$ cat src/rtl/ws2812b_pixel_feeder.sv
// Byte-bus front end for the WS2812B driver: assembles G,R,B writes into pixels,
// queues them with a repeat count and latch flag, and expands each entry into
// driver handshakes. Define WS2812B_FEEDER_BRIGHTNESS_EN to add a brightness scaler on addr 4.
module ws2812b_pixel_feeder #(
  parameter int FIFO_DEPTH = 4,
  parameter int REP_W      = 8
) (
  input  logic        clk,
  input  logic        rst_n,
  input  logic        wr_en,
  input  logic [2:0]  wr_addr,
  input  logic [7:0]  wr_data,
  output logic [23:0] pix_data,
  output logic        pix_valid,
  output logic        pix_latch,
  input  logic        pix_ready,
  output logic        fifo_full,
  output logic        busy,
  output logic        overflow
);

  localparam int AW = (FIFO_DEPTH > 1) ? $clog2(FIFO_DEPTH) : 1;
  localparam int CW = AW + 1;
  localparam logic [CW-1:0] DEPTH_C = CW'(FIFO_DEPTH);

  typedef enum logic {IDLE, SEND} state_e;

  typedef struct packed {
    logic [23:0]      data;
    logic [REP_W-1:0] rep;
    logic             latch;
  } entry_t;

  state_e           state_q, state_d;
  logic [1:0]       byte_cnt_q, byte_cnt_d;
  logic [7:0]       g_q, g_d;
  logic [7:0]       r_q, r_d;
  logic [REP_W-1:0] rep_reg_q, rep_reg_d;
  logic             latch_pending_q, latch_pending_d;
  logic             overflow_q, overflow_d;
  logic [AW-1:0]    wr_ptr_q, wr_ptr_d;
  logic [AW-1:0]    rd_ptr_q, rd_ptr_d;
  logic [CW-1:0]    count_q, count_d;
  logic [23:0]      data_q, data_d;
  logic [REP_W-1:0] remaining_q, remaining_d;
  logic             entry_latch_q, entry_latch_d;
  entry_t           fifo_mem_q [FIFO_DEPTH];

  logic       wr_color, push_req, push_ok, flush, pop, handshake;
  logic       fifo_empty, full_now;
  logic [7:0] color_byte;
  entry_t     push_entry, head_entry;

  assign wr_color   = wr_en && (wr_addr == 3'd0);
  assign flush      = wr_en && (wr_addr == 3'd3) && wr_data[0];
  assign push_req   = wr_color && (byte_cnt_q == 2'd2);
  assign fifo_empty = (count_q == '0);
  assign full_now   = (count_q == DEPTH_C);
  // A pop in the same cycle frees the slot, so a push into a full FIFO still lands.
  assign push_ok    = push_req && (!full_now || pop);
  assign handshake  = (state_q == SEND) && pix_ready;
  assign head_entry = fifo_mem_q[rd_ptr_q];
  assign push_entry = '{data: {g_q, r_q, color_byte}, rep: rep_reg_q, latch: latch_pending_q};

`ifdef WS2812B_FEEDER_BRIGHTNESS_EN
  logic [7:0] bright_q, bright_d;

  always_comb begin
    bright_d = bright_q;
    if (wr_en && (wr_addr == 3'd4)) bright_d = wr_data;
  end

  assign color_byte = 8'((16'(wr_data) * (16'(bright_q) + 16'd1)) >> 8);

  always_ff @(posedge clk or negedge rst_n) begin
    if (!rst_n) bright_q <= 8'hFF;
    else        bright_q <= bright_d;
  end
`else
  assign color_byte = wr_data;
`endif

  always_comb begin
    byte_cnt_d      = byte_cnt_q;
    g_d             = g_q;
    r_d             = r_q;
    rep_reg_d       = rep_reg_q;
    latch_pending_d = latch_pending_q;
    overflow_d      = overflow_q;
    if (flush) begin
      byte_cnt_d      = 2'd0;
      latch_pending_d = 1'b0;
      overflow_d      = 1'b0;
    end else begin
      if (wr_color) begin
        case (byte_cnt_q)
          2'd0:    begin g_d = color_byte; byte_cnt_d = 2'd1; end
          2'd1:    begin r_d = color_byte; byte_cnt_d = 2'd2; end
          default: begin
            byte_cnt_d      = 2'd0;
            latch_pending_d = 1'b0;
            if (!push_ok) overflow_d = 1'b1;
          end
        endcase
      end
      if (wr_en && (wr_addr == 3'd1)) rep_reg_d = REP_W'(wr_data);
      if (wr_en && (wr_addr == 3'd2)) latch_pending_d = wr_data[0];
    end
  end

  always_comb begin
    wr_ptr_d = wr_ptr_q;
    rd_ptr_d = rd_ptr_q;
    count_d  = count_q;
    if (flush) begin
      wr_ptr_d = '0;
      rd_ptr_d = '0;
      count_d  = '0;
    end else begin
      if (push_ok) wr_ptr_d = wr_ptr_q + AW'(1);
      if (pop)     rd_ptr_d = rd_ptr_q + AW'(1);
      count_d = count_q + CW'(push_ok) - CW'(pop);
    end
  end

  always_comb begin
    state_d = state_q;
    pop     = 1'b0;
    if (flush) begin
      state_d = IDLE;
    end else begin
      case (state_q)
        IDLE: begin
          if (!fifo_empty) begin
            pop     = 1'b1;
            state_d = SEND;
          end
        end
        SEND: begin
          if (handshake && (remaining_q == '0)) begin
            if (!fifo_empty) pop = 1'b1;
            else             state_d = IDLE;
          end
        end
        default: state_d = IDLE;
      endcase
    end
  end

  always_comb begin
    data_d        = data_q;
    remaining_d   = remaining_q;
    entry_latch_d = entry_latch_q;
    if (pop) begin
      data_d        = head_entry.data;
      remaining_d   = head_entry.rep;
      entry_latch_d = head_entry.latch;
    end else if (!flush && handshake && (remaining_q != '0)) begin
      remaining_d = remaining_q - REP_W'(1);
    end
  end

  always_comb begin
    pix_valid = 1'b0;
    pix_latch = 1'b0;
    if (state_q == SEND) begin
      pix_valid = 1'b1;
      pix_latch = entry_latch_q && (remaining_q == '0);
    end
  end

  assign pix_data  = data_q;
  assign fifo_full = full_now;
  assign busy      = !fifo_empty || (state_q == SEND);
  assign overflow  = overflow_q;

  always_ff @(posedge clk or negedge rst_n) begin
    if (!rst_n) state_q <= IDLE;
    else        state_q <= state_d;
  end

  always_ff @(posedge clk or negedge rst_n) begin
    if (!rst_n) begin
      byte_cnt_q      <= 2'd0;
      g_q             <= 8'd0;
      r_q             <= 8'd0;
      rep_reg_q       <= '0;
      latch_pending_q <= 1'b0;
      overflow_q      <= 1'b0;
      wr_ptr_q        <= '0;
      rd_ptr_q        <= '0;
      count_q         <= '0;
      data_q          <= 24'd0;
      remaining_q     <= '0;
      entry_latch_q   <= 1'b0;
    end else begin
      byte_cnt_q      <= byte_cnt_d;
      g_q             <= g_d;
      r_q             <= r_d;
      rep_reg_q       <= rep_reg_d;
      latch_pending_q <= latch_pending_d;
      overflow_q      <= overflow_d;
      wr_ptr_q        <= wr_ptr_d;
      rd_ptr_q        <= rd_ptr_d;
      count_q         <= count_d;
      data_q          <= data_d;
      remaining_q     <= remaining_d;
      entry_latch_q   <= entry_latch_d;
    end
  end

  // Storage needs no reset: the pointers and count define what is valid.
  always_ff @(posedge clk) begin
    if (push_ok) fifo_mem_q[wr_ptr_q] <= push_entry;
  end

endmodule

$ cat config.mk
export PLATFORM = sky130hd
export DESIGN_NAME = ws2812b_pixel_feeder
export DESIGN_NICKNAME = d
export VERILOG_FILES = /design/src/rtl/ws2812b_pixel_feeder.sv
export SDC_FILE = /design/constraint.sdc
export NUM_CORES = 1
export LEC_CHECK = 0
export ABC_AREA = 1
export CAP_MARGIN = 10
export CORE_MARGIN = 4
export CORE_UTILIZATION = 50
export CTS_CLUSTER_SIZE = 24
export DETAILED_ROUTE_END_ITERATION = 6
export PLACE_DENSITY = 0.78
export SYNTH_ARGS = -nofsm -noshare
export SYNTH_HDL_FRONTEND = slang
export SYNTH_SLANG_ARGS = --single-unit
$ cat constraint.sdc
create_clock -name clk -period 3.18 [get_ports clk]
set_clock_uncertainty 0.1 [all_clocks]
set_input_delay 0.318 -clock clk [delete_from_list [all_inputs] [get_ports clk]]
set_output_delay 0.318 -clock clk [all_outputs]
set_load 0.005 [all_outputs]
# == Yosys cells after proc, flatten, opt, wreduce, memory -nomap -nowiden ==
# Memory sizes are Yosys's and may differ from the RTL's.
# Index checks and enable logic that the tools add are counted.
# op_classes
n_mux,29
add_sub_neg,5
n_bitwise,2
n_reduce_logical,33
eq_ne,9
# op_table
op,count
2-to-1 mux 1 bit,17
2-to-1 mux 8 bit,2
logical AND 1 bit,12
2-to-1 mux 2 bit,6
AND reduction 3 bit,3
zero test 8 bit,1
nonzero test 2 bit,4
nonzero test 8 bit,1
subtractor 8 x 1 -> 8 bit (second input constant),1
== test 3 x 2 -> 1 bit (second input constant),2
zero test 3 bit,2
adder 2 x 1 -> 2 bit (second input constant),2
!= test 2 x 1 -> 1 bit (second input constant),2
case mux 1 bit (2 select lines),2
case mux 2 bit (2 select lines),1
AND reduction 2 bit,2
adder 3 x 1 -> 3 bit,1
== test 3 x 1 -> 1 bit (second input constant),1
== test 3 bit (second input constant),1
zero test 1 bit,3
2-to-1 mux 3 bit,1
!= test 3 x 1 -> 1 bit (second input constant),1
nonzero test 3 bit,1
subtractor 3 x 1 -> 3 bit,1
other kinds (6),8
# word_totals
input_bits,15
output_inout_bits,29
elab_cells,92
memories,1
ram_bits,132
reg_bits,69
# mem_list
memory,words,width,read_ports,rd_ports_with_merged_regs,write_ports,line,source
fifo_mem_q,4,33,1,0,1,47,entry_t fifo_mem_q [FIFO_DEPTH];

# == Logic depth before layout (Yosys ltp) ==
# Gate-level depths: netlist of the first run.
# logic_depth
ltp_word,11
depth_mapped,15
mapped_depth_nobuf,15

# == Worst setup path before layout of the first run ==
# Ideal clock, no wire load.
# synth_timing
kind,register to register
startpoint,reg remaining_q[0]
endpoint,"mem fifo_mem_q[0][0] (netlist name), enable pin"
n_path_buf,0
t_arrival_ps,2660
synth_period_minus_slack_ps,3183
setup_slack_ps,-3
t_required_ps,2657
setup_ps,423
path_stages_with_launch,11
cell_sequence,dfrtp_1 -> inv_1 -> ha_1 -> inv_1 -> nor2_2 -> nand3_2 -> nand2_2 -> nand3_4 -> nand2_1 -> nand2_2 -> nor2_1
# synth_between
elab_chain_len,9
# synth_lines
item,line,source
from (decl),45,"logic [REP_W-1:0] remaining_q, remaining_d;"
from (signal assigned),207,remaining_q <= remaining_d;
zero test 8 bit,140,if (handshake && (remaining_q == '0)) begin
logical AND 1 bit,140,
2-to-1 mux 1 bit,140,
case mux 1 bit (2 select lines),132,case (state_q)
2-to-1 mux 1 bit,129,if (flush) begin
logical OR 1 bit,60,assign push_ok = push_req && (!full_now || pop);
logical AND 1 bit,60,
2-to-1 mux 1 bit,214,if (push_ok) fifo_mem_q[wr_ptr_q] <= push_entry;
2-to-1 mux 1 bit (implied by the code),214,
to (decl),47,
# Every way passes these cells.

# == Worst setup path after layout of the first run ==
# layout_timing
startpoint,reg remaining_q[0]
endpoint,reg count_q[2]
# layout_between
elab_chain_len,10
# layout_lines
item,line,source
zero test 8 bit *,140,
logical AND 1 bit *,140,
2-to-1 mux 1 bit *,140,
case mux 1 bit (2 select lines) *,132,
2-to-1 mux 1 bit *,129,
logical OR 1 bit,60,
logical AND 1 bit,60,
adder 3 x 1 -> 3 bit,122,count_d = count_q + CW'(push_ok) - CW'(pop);
subtractor 3 x 1 -> 3 bit *,122,
2-to-1 mux 3 bit *,115,if (flush) begin
via count_d[2],43,"logic [CW-1:0] count_q, count_d;"
to (signal assigned),205,count_q <= count_d;
to (decl),43,
# The timed path passes the listed nets; every way through them passes the cells marked *.
# A chain may end at the register's enable or synchronous reset.

==> flow_metrics.py, run 1 <==
metrics = {
    "logic_synthesis": {
        "synth_area_per_cell_sq_um": 11.9,
        "synth-warning-count": 0,
        "ys_types": 33,
        "synth_area_sq_um": 7970,
        "synth_fp_nets": 693,
        "syn-instance-count": 670,
        "ys_seq_area_share_pct": 71.4,
        "yosys_register_bits": 201,
    },
    "setup_path": {
        "path_max_fanout": 9,
        "critPathRequiredTime_ns": 3.45,
        "end_kind": "flip-flop",
        "start_kind": "flip-flop",
        "crit_type": "flip-flop to flip-flop",
        "arrival_ns": 2.82,
    },
    "die": {
        "initial_core_util_pct": 51.7,
        "core_sq_um": 15400,
        "fp-row-count": 45,
        "die_x_microns": 134,
        "fp.dieArea_sq_um": 18000,
        "io_pins": 44,
        "fp.dieH_microns": 134,
    },
    "power_and_ir_drop": {
        "peakVddDrop_v": 0.000462,
        "power.density_nw_per_um2": 868,
        "leakage_nw": 3.63,
        "total_power_mw": 8.11,
    },
    "sta": {
        "fin_crit_sh_pct": 80.1,
        "maxSlewViolCount": 0,
        "setup_ws_ns": 0.632,
        "setup_violations": 0,
        "finalCriticalPeriod_ns": 2.55,
        "max-slew-margin-rel_pct": 36.2,
        "hold_viol": 0,
        "setup_tns_ns": 0,
        "max_freq_mhz": 393,
        "rsz0062_at_grt": "false",
        "worstMarginPinSlew_ns": 0.956,
    },
    "finish": {
        "final_cell_area_sq_um": 9350,
        "final_cell_mix": "edfxtp_1, o21ai_0, nand2_1",
        "drive_above_1_share_pct": 10.5,
        "antenna_cells": 0,
        "layout_commonest_cell": "edfxtp_1",
        "syn_to_final_growth_pct": 17.3,
        "fill_cells": 1207,
        "final_nets": 744,
    },
    "drt": {
        "drtIter0Drc": 458,
        "wl_met1_microns": 7290,
        "first_pass_iters": 5,
        "route.detailed.drc": 0,
        "detail_route.wl_per_cell_microns": 18.3,
        "wl_microns": 17300,
        "via_per_inst": 5.57,
        "highest_layer": "met4",
        "dr_wl_met2_microns": 8610,
        "via_count": 5271,
        "ant_nets": 0,
        "wl_met3_microns": 950,
    },
    "clock_network": {
        "clock_path_buffers": 3,
        "cts_root_buffer": "clkbuf_16",
        "cts.repair.resized": 0,
        "cts_tree": "yes",
        "clk_pin_slew_ns": 0.06,
        "clock_latency_ns": 0.50,
        "htreeDepth": 1,
        "cts_inserted_buffers": 21,
        "cts_hold_buf": 1,
        "postCtsSetupRepairBufs": 0,
        "clock-sinks": 201,
    },
    "placed_design": {
        "place.gp.congestion": 0.763,
        "dpl_cell_area_sq_um": 8640,
        "post-place-ws_ns": 0.413,
        "port_buffers": 43,
        "dp_hpwl_microns": 10600,
    },
    "grt": {
        "track_usage_pct": 19.6,
        "grt_pass1_wl_microns": 28200,
        "antenna_found_initial": 0,
        "grt_max_degree": 70,
        "grt_overflow_total": 0,
        "grt_pass1_vias": 5518,
    },
    "status": {
        "status": "finished, final reports clean",
    },
    "min_path": {
        "hp-class": "flip-flop to flip-flop",
    },
    "run": {
        "cap_viol_max_count": 0,
    },
}
[power breakdown]
group | switching (mW) | internal, mW | total (mW)
Clock | 0.963 | 1.50 | 2.47
Combinational | 1.21 | 0.843 | 2.06
Sequential | 0.307 | 3.29 | 3.59
[routing by layer]
layer / GRT usage (%) / up-vias
li1: - / 2439
met1: 25.3 / 2613
met2: 33.5 / 176
met3: 3.26 / 43
met4: 7.35 / 0
met5: 0 / -
[worst paths after layout]
path / cells after the start / endpoint / slack (ns) / from
min: 2 / pix_data[21]$_DFFE_PN0N_ / 0.38 / pix_data[21]$_DFFE_PN0N_
min reg2reg: 2 / pix_data[21]$_DFFE_PN0N_ / 0.38 / pix_data[21]$_DFFE_PN0N_
max in group asynchronous: 2 / rd_ptr_q[0]$_DFFE_PN0P_ / 1.91 / rst_n
min in group asynchronous: 2 / overflow$_DFFE_PN0P_ / 0.43 / rst_n
max reg2reg: 15 / count_q[2]$_DFF_PN0_ / 0.63 / remaining_q[0]$_DFFE_PN0P_
max: 15 / count_q[2]$_DFF_PN0_ / 0.63 / remaining_q[0]$_DFFE_PN0P_
[critical path, stage by stage, from the launching register on]
cell and delay (ns):
dfrtp_1 0.36, inv_1 0.13, ha_1 0.17, inv_1 0.04, nor2_2 0.12, nand3_2 0.11
nand2_2 0.10, nand3_4 0.07, nand2_1 0.09, nand2_2 0.15, xor2_1 0.17, ha_1 0.16
inv_1 0.05, fa_1 0.38, o21ai_0 0.16, a21oi_1 0.06
[registers in the layout, summed over array words and instances, names as in the netlist]
signal,flops
overflow,1
r_q,8
latch_pending_q,1
wr_ptr_q,2
fifo_mem_q,132
pix_data,24
entry_latch_q,1
byte_cnt_q,2
count_q,3
rep_reg_q,8
remaining_q,8
rd_ptr_q,2
g_q,8
state_q,1
[per-stage QoR]
stage          util (%)  cells  hold slack, ns
6_report           60.6    947           0.377
5_1_grt            60.6    947           0.403
4_1_cts            60.6    947           0.383
3_5_place_dp       56.0    908           0.366
3_3_place_gp       56.0    908           0.361
2_1_floorplan         -    670         -0.0776
[Yosys cell counts]
| master | instances | share of area (%) |
|---|---|---|
| a21oi_1 | 6 | 0.38 |
| a21oi_2 | 1 | 0.11 |
| buf_2 | 8 | 0.50 |
| buf_4 | 1 | 0.094 |
| buf_6 | 3 | 0.42 |
| clkbuf_1 | 20 | 0.94 |
| clkbuf_2 | 1 | 0.063 |
| dfrtp_1 | 69 | 22 |
| edfxtp_1 | 132 | 50 |
| fa_1 | 1 | 0.25 |
| ha_1 | 7 | 1.1 |
| inv_1 | 30 | 1.4 |
| inv_2 | 6 | 0.28 |
| nand2_1 | 96 | 4.5 |
| nand2_2 | 5 | 0.39 |
| nand3_1 | 35 | 2.2 |
| nand3_2 | 3 | 0.38 |
| nand3_4 | 1 | 0.22 |
| nand3b_1 | 1 | 0.094 |
| nand4_1 | 1 | 0.079 |
| nand4_4 | 1 | 0.27 |
| nor2_1 | 86 | 4.0 |
| nor2_2 | 3 | 0.24 |
| nor2_4 | 1 | 0.14 |
| nor3_1 | 2 | 0.13 |
| nor3_2 | 1 | 0.13 |
| o21ai_0 | 98 | 6.2 |
| o21ai_1 | 8 | 0.50 |
| o22ai_1 | 35 | 2.7 |
| o32ai_1 | 1 | 0.11 |
| or2_2 | 1 | 0.079 |
| xnor2_1 | 1 | 0.11 |
| xor2_1 | 5 | 0.55 |
[final cells by class]
type	count	area, sq um	share of cell area [%]
repair buffers	61	566	6.05
inverters	36	135	1.44
flip-flops and latches	201	5690	60.9
clock buffers	26	564	6.03
well taps	211	264	2.82
multi-input cells	400	2000	21.3
clock inverters	12	136	1.46
[cells by family (layout without fill, tap and decap cells)]
family                     count (synthesis)  in the layout  share of synthesized area, %
and+or+nand+nor                          237            237                          12.9
DFF                                      201            201                          71.4
AOI/OAI and AO/OA                        149            149                          10.0
buffers and inverters                     69            135                          3.72
adders and majority gates                  8              8                          1.35
xor gates and xnor gates                   6              6                         0.659
(Power assumes the default switching activity.)
==> inputs of run 2 (changes only) <==
==> constraint.sdc (replaced) <==
create_clock -name clk -period 2.1 [get_ports clk]
set_clock_uncertainty 0.1 [all_clocks]
set_input_delay 0.21 -clock clk [delete_from_list [all_inputs] [get_ports clk]]
set_output_delay 0.21 -clock clk [all_outputs]
set_load 0.005 [all_outputs]
==> flow_metrics.py, run 2 (synthesis gave the netlist of run 1 again) <==
metrics = {
    "min_path": {
        "hp-class": "primary input to asynchronous set/reset pin",
    },
    "finish": {
        "final_cell_area_sq_um": 10200,
        "final_cell_mix": "edfxtp_1, o21ai_0, nand2_1",
        "fill_cells": 1070,
        "layout_commonest_cell": "edfxtp_1",
        "syn_to_final_growth_pct": 27.3,
        "final_nets": 793,
        "finish.utilization_pct": 65.8,
        "largest_reg_flops": 132,
        "regMostFlops": "fifo_mem_q",
        "antenna_cells": 0,
        "drive_above_1_share_pct": 17.2,
    },
    "die": {
        "io_pins": 44,
        "fp.dieArea_sq_um": 18000,
        "core_sq_um": 15400,
        "fp.dieH_microns": 134,
        "fp-row-count": 45,
        "die_x_microns": 134,
        "initial_core_util_pct": 51.7,
    },
    "sta": {
        "setup_ws_ns": -0.214,
        "worstMarginPinSlew_ns": 0.754,
        "max-slew-margin-rel_pct": 49.7,
        "finalCriticalPeriod_ns": 2.31,
        "fin_crit_sh_pct": 110,
        "rsz0062_at_grt": "true",
        "maxSlewViolCount": 0,
        "max_freq_mhz": 432,
        "setup_violations": 135,
        "hold_viol": 0,
    },
    "power_and_ir_drop": {
        "power.density_nw_per_um2": 1240,
        "leakage_nw": 3.96,
        "total_power_mw": 12.6,
        "peakVddDrop_v": 0.000723,
    },
    "setup_path": {
        "path_max_fanout": 3,
        "start_kind": "flip-flop",
        "cpMaxStageDelayCell": "fa_2",
        "arrival_ns": 2.59,
        "end_kind": "flip-flop",
        "critPathRequiredTime_ns": 2.37,
        "cpMostUsedCell": "inv_2",
        "crit_type": "flip-flop to flip-flop",
        "rrSetupSlack_ns": -0.21,
        "cp_slowest_stage_delay_ns": 0.51,
        "cp_cell_sequence": "inv_2 > ha_4 > inv_2 > nor2_4 > nand3_4 > nand2_4 > nand3_4 > buf_6 > xor2_2 > ha_2 > inv_2 > fa_2 > nor2_1",
    },
    "drt": {
        "route.detailed.drc": 0,
        "detail_route.wl_per_cell_microns": 20.4,
        "via_count": 5718,
        "wl_microns": 20300,
        "via_per_inst": 5.75,
        "ant_nets": 0,
        "drtIter0Drc": 719,
        "first_pass_iters": 5,
    },
    "grt": {
        "grt_max_degree": 55,
        "grt_pass1_vias": 5646,
        "track_usage_pct": 19.9,
        "antenna_found_initial": 0,
        "grt_pass1_wl_microns": 28700,
        "grt_overflow_total": 0,
    },
    "clock_network": {
        "clock_latency_ns": 0.50,
        "htreeDepth": 1,
        "clk_pin_slew_ns": 0.06,
        "clock_path_buffers": 3,
        "cts_inserted_buffers": 21,
        "clock-sinks": 201,
        "cts_root_buffer": "clkbuf_16",
        "cts_tree": "yes",
    },
    "status": {
        "violations": "negative setup slack",
        "status": "complete, but fails checks",
    },
    "placed_design": {
        "port_buffers": 43,
        "dpl_cell_area_sq_um": 9030,
        "place.gp.congestion": 0.792,
        "dp_hpwl_microns": 10900,
    },
    "run": {
        "cap_viol_max_count": 0,
    },
}
## run 2: changes by cell type in the layout (fill, tap and decap cells not counted), sizes merged
| cell | previous run | this run |
|---|---|---|
| buf | 18 | 55 |
| clkbuf | 26 | 42 |
| bufinv | 3 | 1 |
| clkdlybuf4s50 | 42 | 40 |
| clkinv | 7 | 5 |
| dlygate4sd2 | 0 | 2 |
| clkinvlp | 1 | 0 |
## run 2: per-stage QoR
stage | worst slack [ns] | TNS, ns | hold WS [ns] | std cells
after floorplan | -0.188 | -13.91 | -0.186 | 670
after global placement | -0.246 | -8.82 | 0.219 | 937
after detailed placement | -0.335 | -13.19 | 0.228 | 937
after CTS | -0.194 | -0.362 | 0.260 | 977
after global routing | -0.328 | -24.29 | 0.305 | 995
final | -0.214 | -13.28 | 0.227 | 995
## run 2: power by group
group          internal [mW]  leakage, nW  total (mW)  switching, mW
Clock                   2.07        0.319        3.53           1.47
Sequential              4.98         2.06        5.44          0.463
Combinational           1.55         1.58        3.62           2.07
Total                   8.60         3.96        12.6           4.00
## run 2: worst max-delay path, delay by kind of cell, from the launching register on
kind | cells | cell delay (ns)
flip-flops | 1 | 0.40
XOR/XNOR | 1 | 0.14
AND/OR/NAND/NOR | 5 | 0.44
buffers and inverters | 4 | 0.30
adder cells (fa/ha/maj) | 3 | 0.82
## run 2: final cells by class
class	count	area [sq um]	area share, %
clock buffer	30	589	5.81
clock inverter	7	60.1	0.592
inverter	36	135	1.33
multi-input combinational	400	2090	20.6
sequential	201	5690	56.1
tap	211	264	2.60
timing repair buffer	110	1320	13.0
## run 2: timing repair
action | CTS | global route
pin swaps | 2 | 8
buffers inserted | 2 | 7
gates cloned | 0 | 12
endpoints found under the hold margin | 52 | 0
endpoints found under the setup margin | 137 | 135
hold buffers | 1 | 0
resized for setup | 11 | 5
## run 2: layer usage
layer | part of all wire, % | routed length (microns) | global-route usage [%]
met4 | 2.7 | 554 | 7.41
met1 | 38 | 7610 | 25.4
met5 | 0 | 0 | 0
met2 | 51 | 10300 | 34.4
met3 | 8.8 | 1780 | 3.34
## run 2: worst paths after layout
path                                             from                     endpoint  depth (start not counted)
setup / recovery           remaining_q[0]$_DFFE_PN0P_         count_q[1]$_DFF_PN0_                         13
hold / removal                                  rst_n         count_q[1]$_DFF_PN0_                          2
setup reg to reg           remaining_q[0]$_DFFE_PN0P_         count_q[1]$_DFF_PN0_                         13
hold reg to reg              pix_data[22]$_DFFE_PN0N_     pix_data[22]$_DFFE_PN0N_                          2
max in group asynchronous                       rst_n     rep_reg_q[3]$_DFFE_PN0P_                          3
min in group clk                           wr_data[4]  fifo_mem_q[3][13]$_DFFE_PP_                          1
